**src/rtl/timebase_pkg.sv**
```systemverilog
// Lock-state encoding and tolerance helper shared by the seconds timebase and display levels.
package timebase_pkg;

    typedef enum logic [1:0] {
        StUnlocked = 2'b00,
        StAcquire  = 2'b01,
        StLocked   = 2'b10,
        StHoldover = 2'b11
    } lock_state_e;

    function automatic logic within_tol(input int unsigned a, input int unsigned b,
                                        input int unsigned tol);
        int unsigned diff;
        diff = (a > b) ? a - b : b - a;
        return diff <= tol;
    endfunction

endpackage

```
**src/rtl/pps_sync.sv**
```systemverilog
// Two-flop synchroniser plus delay flop; rise is high for one cycle per low-to-high input edge.
module pps_sync (
    input  logic clk,
    input  logic rst_n,
    input  logic async_in,
    output logic rise
);

    logic [2:0] sync_q;

    always_ff @(posedge clk or negedge rst_n) begin
        if (!rst_n) begin
            sync_q <= '0;
        end else begin
            sync_q <= {sync_q[1:0], async_in};
        end
    end

    assign rise = sync_q[1] & ~sync_q[2];

endmodule

```
**src/rtl/pps_timebase.sv**
```systemverilog
// Seconds timebase: divides the AC tick by a selectable rate, aligns to GPS PPS and tracks lock.
module pps_timebase
    import timebase_pkg::*;
#(
    parameter int unsigned CNT_W         = 8,
    parameter int unsigned RATE0         = 60,
    parameter int unsigned RATE1         = 50,
    parameter int unsigned TOL           = 2,
    parameter int unsigned LOCK_COUNT    = 2,
    parameter int unsigned PPS_TIMEOUT_S = 3
) (
    input  logic             clk,
    input  logic             rst_n,
    input  logic             ena,
    input  logic             rate_sel,
    input  logic             pps_in,
    input  logic             pps_en,
    output logic             sec_pulse,
    output logic             colon,
    output logic [CNT_W-1:0] phase,
    output logic [1:0]       lock_state,
    output logic             pps_err,
    output logic [CNT_W-1:0] meas_ticks
);

    localparam int unsigned MissW = (PPS_TIMEOUT_S < 1) ? 1 : $clog2(PPS_TIMEOUT_S + 1);
    localparam int unsigned GoodW = (LOCK_COUNT < 1) ? 1 : $clog2(LOCK_COUNT + 1);
    localparam logic [CNT_W-1:0] CntMax    = '1;
    localparam logic [MissW-1:0] MissMax   = '1;
    localparam logic [MissW-1:0] MissLimit = MissW'(PPS_TIMEOUT_S);
    localparam logic [GoodW-1:0] GoodLimit = GoodW'(LOCK_COUNT);

    logic             pps_rise;
    logic             pps_evt;
    logic             free_wrap;
    logic             ivl_good;
    logic [CNT_W-1:0] rate_n;
    logic [CNT_W-1:0] half_n;
    logic [CNT_W-1:0] ivl_inc;
    logic [GoodW-1:0] good_inc;

    logic [CNT_W-1:0] phase_q, phase_d;
    logic [CNT_W-1:0] ivl_q, ivl_d;
    logic [CNT_W-1:0] meas_q, meas_d;
    logic [MissW-1:0] miss_q, miss_d;
    logic [GoodW-1:0] good_q, good_d;
    logic             sec_q, sec_d;
    logic             err_q, err_d;
    lock_state_e      state_q, state_d;

    pps_sync u_pps_sync (
        .clk      (clk),
        .rst_n    (rst_n),
        .async_in (pps_in),
        .rise     (pps_rise)
    );

    // Rises seen while disabled are dropped, not deferred.
    assign pps_evt  = pps_rise & ena & pps_en;
    assign rate_n   = rate_sel ? CNT_W'(RATE1) : CNT_W'(RATE0);
    assign half_n   = rate_n >> 1;
    assign ivl_inc  = (ivl_q == CntMax) ? ivl_q : ivl_q + 1'b1;
    assign ivl_good = within_tol(32'(ivl_inc), 32'(rate_n), TOL);
    assign good_inc = good_q + 1'b1;

    always_comb begin
        phase_d   = phase_q;
        ivl_d     = ivl_q;
        meas_d    = meas_q;
        miss_d    = miss_q;
        good_d    = good_q;
        state_d   = state_q;
        sec_d     = 1'b0;
        err_d     = 1'b0;
        free_wrap = 1'b0;

        if (ena) begin
            // An early PPS (second half) emits the pulse now; a late one was already counted.
            if (pps_evt) begin
                phase_d = '0;
                sec_d   = (phase_q >= half_n);
            end else if (phase_q >= rate_n - 1'b1) begin
                phase_d   = '0;
                sec_d     = 1'b1;
                free_wrap = 1'b1;
            end else begin
                phase_d = phase_q + 1'b1;
            end

            if (!pps_en) begin
                ivl_d   = '0;
                miss_d  = '0;
                good_d  = '0;
                state_d = StUnlocked;
            end else if (pps_evt) begin
                meas_d = ivl_inc;
                ivl_d  = '0;
                miss_d = '0;
                unique case (state_q)
                    StUnlocked: begin
                        state_d = StAcquire;
                        good_d  = '0;
                    end
                    StAcquire: begin
                        if (ivl_good) begin
                            good_d = good_inc;
                            if (good_inc >= GoodLimit) state_d = StLocked;
                        end else begin
                            err_d  = 1'b1;
                            good_d = '0;
                        end
                    end
                    StLocked: begin
                        if (!ivl_good) begin
                            err_d   = 1'b1;
                            good_d  = '0;
                            state_d = StAcquire;
                        end
                    end
                    StHoldover: begin
                        if (ivl_good) begin
                            state_d = StLocked;
                        end else begin
                            err_d   = 1'b1;
                            good_d  = '0;
                            state_d = StAcquire;
                        end
                    end
                endcase
            end else begin
                ivl_d = ivl_inc;
                if (free_wrap && (miss_q != MissMax)) miss_d = miss_q + 1'b1;
                if (miss_q == MissLimit) begin
                    if (state_q == StAcquire) state_d = StUnlocked;
                    else if (state_q == StLocked) state_d = StHoldover;
                end
            end
        end
    end

    always_ff @(posedge clk or negedge rst_n) begin
        if (!rst_n) begin
            phase_q <= '0;
            ivl_q   <= '0;
            meas_q  <= '0;
            miss_q  <= '0;
            good_q  <= '0;
            sec_q   <= 1'b0;
            err_q   <= 1'b0;
            state_q <= StUnlocked;
        end else begin
            phase_q <= phase_d;
            ivl_q   <= ivl_d;
            meas_q  <= meas_d;
            miss_q  <= miss_d;
            good_q  <= good_d;
            sec_q   <= sec_d;
            err_q   <= err_d;
            state_q <= state_d;
        end
    end

    assign phase      = phase_q;
    assign sec_pulse  = sec_q;
    assign pps_err    = err_q;
    assign meas_ticks = meas_q;
    assign lock_state = state_q;
    assign colon      = (phase_q < half_n);

endmodule
```
**config.mk**
```make
export PLATFORM = sky130hd
export DESIGN_NAME = pps_timebase
export DESIGN_NICKNAME = d
export VERILOG_FILES = /design/src/rtl/timebase_pkg.sv /design/src/rtl/pps_sync.sv /design/src/rtl/pps_timebase.sv
export SDC_FILE = /design/constraint.sdc
export NUM_CORES = 1
export LEC_CHECK = 0
export ABC_AREA = 1
export CELL_PAD_IN_SITES_DETAIL_PLACEMENT = 0
export CELL_PAD_IN_SITES_GLOBAL_PLACEMENT = 2
export CORE_MARGIN = 3
export CORE_UTILIZATION = 25
export CTS_CLUSTER_DIAMETER = 40
export DETAILED_ROUTE_END_ITERATION = 8
export PLACE_DENSITY_LB_ADDON = 0.1
export SYNTH_ARGS = -nofsm -noshare
export SYNTH_HDL_FRONTEND = slang
export SYNTH_HIERARCHICAL = 1
export SYNTH_SLANG_ARGS = --single-unit
```
**constraint.sdc**
```tcl
create_clock -name clk -period 3.8 [get_ports clk]
set_input_delay 0.57 -clock clk [delete_from_list [all_inputs] [get_ports clk]]
set_output_delay 0.57 -clock clk [all_outputs]
set_load 0.005 [all_outputs]
```
==> flow_metrics.tcl, run 1 <==
set metrics [dict create \
    status "finished clean" \
    hp-start "u_pps_sync/sync_q[0]" \
    die_h_um 102.8 \
    drcViolationCount 0 \
    slowest_stage "clkdlybuf4s50_1" \
    syn_nets 332 \
    avgSynthCellArea_um2 7.650 \
    root_buffer "clkbuf_8" \
    max_freq_ghz 0.2947 \
    vias 1990 \
    finalMaxSlewViolations 0 \
    cts_htree_levels 2 \
    synthTopCellsByArea "dfrtp_1 (37%), nand2_1 (13%), ha_1 (9.6%)" \
    swShare_pct 32.95 \
    dp_slack_ns 0.3090 \
    grtUsageTotal_pct 12.53 \
    grt_pass1_vias 2012 \
    crit_chain "clkdlybuf4s50_1 -> ha_1 -> a21oi_1 -> nor2_1 -> a2111oi_0 -> buf_4 -> clkdlybuf4s50_1" \
    reg2reg_from "ivl_q[0]" \
    hold_class "reg -> reg" \
    fin_nets 366 \
    whs_endpoint "u_pps_sync/sync_q[1]" \
    port_buffers 26 \
    r2r_cells 24 \
    start_util_pct 26.33 \
    slowest_delay_ns 0.67 \
    synthCells 306 \
    drt_wl_total_um 6020 \
    cts_hold_buf 0 \
    maxSlewHeadroom_pct 41.96 \
    powerDensity_nw_per_um2 398.5 \
    cts_tree "yes" \
    detailed_place.area_um2 2746 \
    p_int_mw 0.7615 \
    setup_tns_ns 0 \
    postSynth.asyncResetShare_pct 100.0 \
    cp.arrival_ns 2.82 \
    crit_type "in -> out" \
    first_iter_violations 57 \
    via_per_inst 4.432 \
    fin_area_um2 2850 \
    dr.pass1.iters 4 \
    drv_cap 0 \
    fin_skew_ns 0.004585 \
    place.gp.congestion 0.7192 \
    top_layer_used "met4" \
    coreArea_um2 8891 \
    dieArea_um2 10560 \
    grt_start_max_net_pins 36 \
    antenna_found_initial 0 \
    clk_path_buf_depth 2 \
    ys_types 33 \
    clkSinkCount 35 \
    worst_ir_drop_vdd_mv 0.1924 \
    synth_common_cells "nand2_1 (79), inv_1 (40), dfrtp_1 (35), nor2_1 (26), ha_1 (18)" \
    cp.required_ns 3.23 \
    power_mw 1.136 \
    cts_buffers 5 \
    p_sw_mw 0.3742 \
    route.detailed.wl_per_inst_um 13.41 \
    rows 34 \
    synth-seq-cells 35 \
    rsz0062_at_grt "false" \
    place_hpwl_um 4406 \
    drt-met1-wl_um 3235 \
    synth_area_um2 2341 \
    met2WireLength_um 2557 \
    r2r_slack_ns 0.46 \
    path_common_cell "clkdlybuf4s50_1" \
    num_io_pins 27 \
    r2r-end "lock_state[0]" \
    cts.clk_slew.worst_paths_ns 0.07 \
    fin_crit_ns 3.394 \
    endpoint_kind "primary output" \
    p_seq_share_pct 41.7 \
    synth_enable_flop_cells 0 \
    fillers 946 \
    met3_length_um 174 \
    diodes 0 \
    gr-total-overflow 0 \
    finalSetupViolations 0 \
    path_max_fanout 8 \
    clock_latency_ns 0.29 \
    synth-main-ff-cell "dfrtp_1" \
    hold_viol 0 \
    die_w_um 102.8 \
    start_kind "primary input" \
    area_growth_pct 21.75 \
    yosysWarnings 6 \
    finalCritPeriodShare_pct 89.31 \
    grt_pass1_wl_um 10290 \
    synth_most_common_cell "nand2_1" \
    drive_above_1_share_pct 11.73 \
    leakage_nw 1.391 \
    power_frac_clock_pct 27.2 \
    comb_power_share_pct 31.1 \
    fin_ws_ns 0.4062 \
    final_util_pct 32.06 \
    yosysSeqAreaShare_pct 37.41 \
    hold_depth 0 \
    ant_nets 0 \
    synth_area_leader_cell "dfrtp_1" \
    synth_top_area_share_pct 37.41 \
    tightest_slew_ns 0.8707 \
]
-- worst max path at each step --
stage,startpoint,to,depth (start not counted)
final,rate_sel,colon,7
after global routing,ivl_q[0],lock_state[1],24
after CTS,ivl_q[0],lock_state[1],24
after detailed placement,rate_sel,lock_state[0],20
after global placement,rate_sel,lock_state[0],20
after floorplan,ivl_q[0],lock_state[0],26
-- per-layer routing --
layer | global-route usage (%) | up-vias
met5 | 0 | -
met4 | 2.689 | 0
met3 | 2.503 | 7
met2 | 18.82 | 29
met1 | 18.62 | 905
li1 | - | 1049
-- cells in the final DEF, fill, tap and decap left out, types with 4 or more instances in the layout --
| cell type | instances |
|---|---|
| o21ai_0 | 14 |
| o22ai_1 | 7 |
| inv_2 | 4 |
| inv_1 | 40 |
| nand3_2 | 4 |
| buf_4 | 5 |
| a21oi_1 | 12 |
| ha_1 | 18 |
| nor2_1 | 26 |
| xor2_1 | 5 |
| nand2_2 | 6 |
| nand2_1 | 79 |
| clkdlybuf4s50_1 | 25 |
| nand4_1 | 6 |
| nor2_2 | 4 |
| nand3_1 | 17 |
| dfrtp_1 | 35 |
| clkbuf_8 | 7 |
-- through the flow --
step	cells	hold slack, ns
after floorplan	306	0.2744
after global placement	441	0.3326
after detailed placement	441	0.3371
after CTS	449	0.3557
after global routing	449	0.3687
final	449	0.3538
-- worst max-delay path: cells and delay by family --
family          cells  cell delay, ns
compound gates      2            0.52
simple gates        1            0.05
buf+inv             3            1.36
fa+ha+maj           1            0.32
-- power groups by stage --
| stage | Clock [mW] | Sequential [mW] | Combinational [mW] |
|---|---|---|---|
| after floorplan | 0 | 0.470 | 0.190 |
| after global placement | 0 | 0.485 | 0.360 |
| after detailed placement | 0 | 0.482 | 0.354 |
| after CTS | 0.327 | 0.475 | 0.359 |
| after global routing | 0.341 | 0.485 | 0.408 |
| final | 0.309 | 0.474 | 0.353 |
-- state kept, by name, indices dropped and copies added (netlist names) --
| signal | count |
|---|---|
| pps_err | 1 |
| u_pps_sync/sync_q | 3 |
| ivl_q | 8 |
| sec_pulse | 1 |
| lock_state | 2 |
| good_q | 2 |
| meas_ticks | 8 |
| phase | 8 |
| miss_q | 2 |
-- what timing repair did --
item,4_1_cts,5_1_grt
setup endpoints to repair,0,4
resized for setup,0,1
buffers inserted,0,0
-- cell families (layout without fill, tap and decap cells) --
| family | Yosys count | in the layout | synth area share [%] |
|---|---|---|---|
| AOI/OAI and AO/OA | 42 | 42 | 10.32 |
| xor gates and xnor gates | 7 | 7 | 2.619 |
| adders and majority gates | 20 | 20 | 11.33 |
| buffers and inverters | 49 | 84 | 8.177 |
| DFF | 35 | 35 | 37.41 |
| and+or+nand+nor | 153 | 153 | 30.14 |
-- cell type report --
| cell class | instances | area, µm² | area share [%] |
|---|---|---|---|
| clock inverter | 1 | 7.507 | 0.2634 |
| timing repair buffer | 31 | 292.8 | 10.27 |
| inverter | 45 | 168.9 | 5.926 |
| clock buffer | 7 | 96.34 | 3.380 |
| sequential | 35 | 875.8 | 30.73 |
| multi-input combinational | 222 | 1274 | 44.69 |
| tap | 108 | 135.1 | 4.741 |
(Power assumes the default switching activity.)
==> inputs of run 2 (changes only) <==
--- a/config.mk
+++ b/config.mk
@@ -10,6 +10,7 @@
 export CELL_PAD_IN_SITES_GLOBAL_PLACEMENT = 2
 export CORE_MARGIN = 3
 export CORE_UTILIZATION = 25
+export CTS_BUF_LIST = sky130_fd_sc_hd__clkbuf_4 sky130_fd_sc_hd__clkbuf_8 sky130_fd_sc_hd__clkbuf_16
 export CTS_CLUSTER_DIAMETER = 40
 export DETAILED_ROUTE_END_ITERATION = 8
 export PLACE_DENSITY_LB_ADDON = 0.1
==> results of run 2 <==
Same layout as run 1: the final DEF is identical, and so are final timing and power.
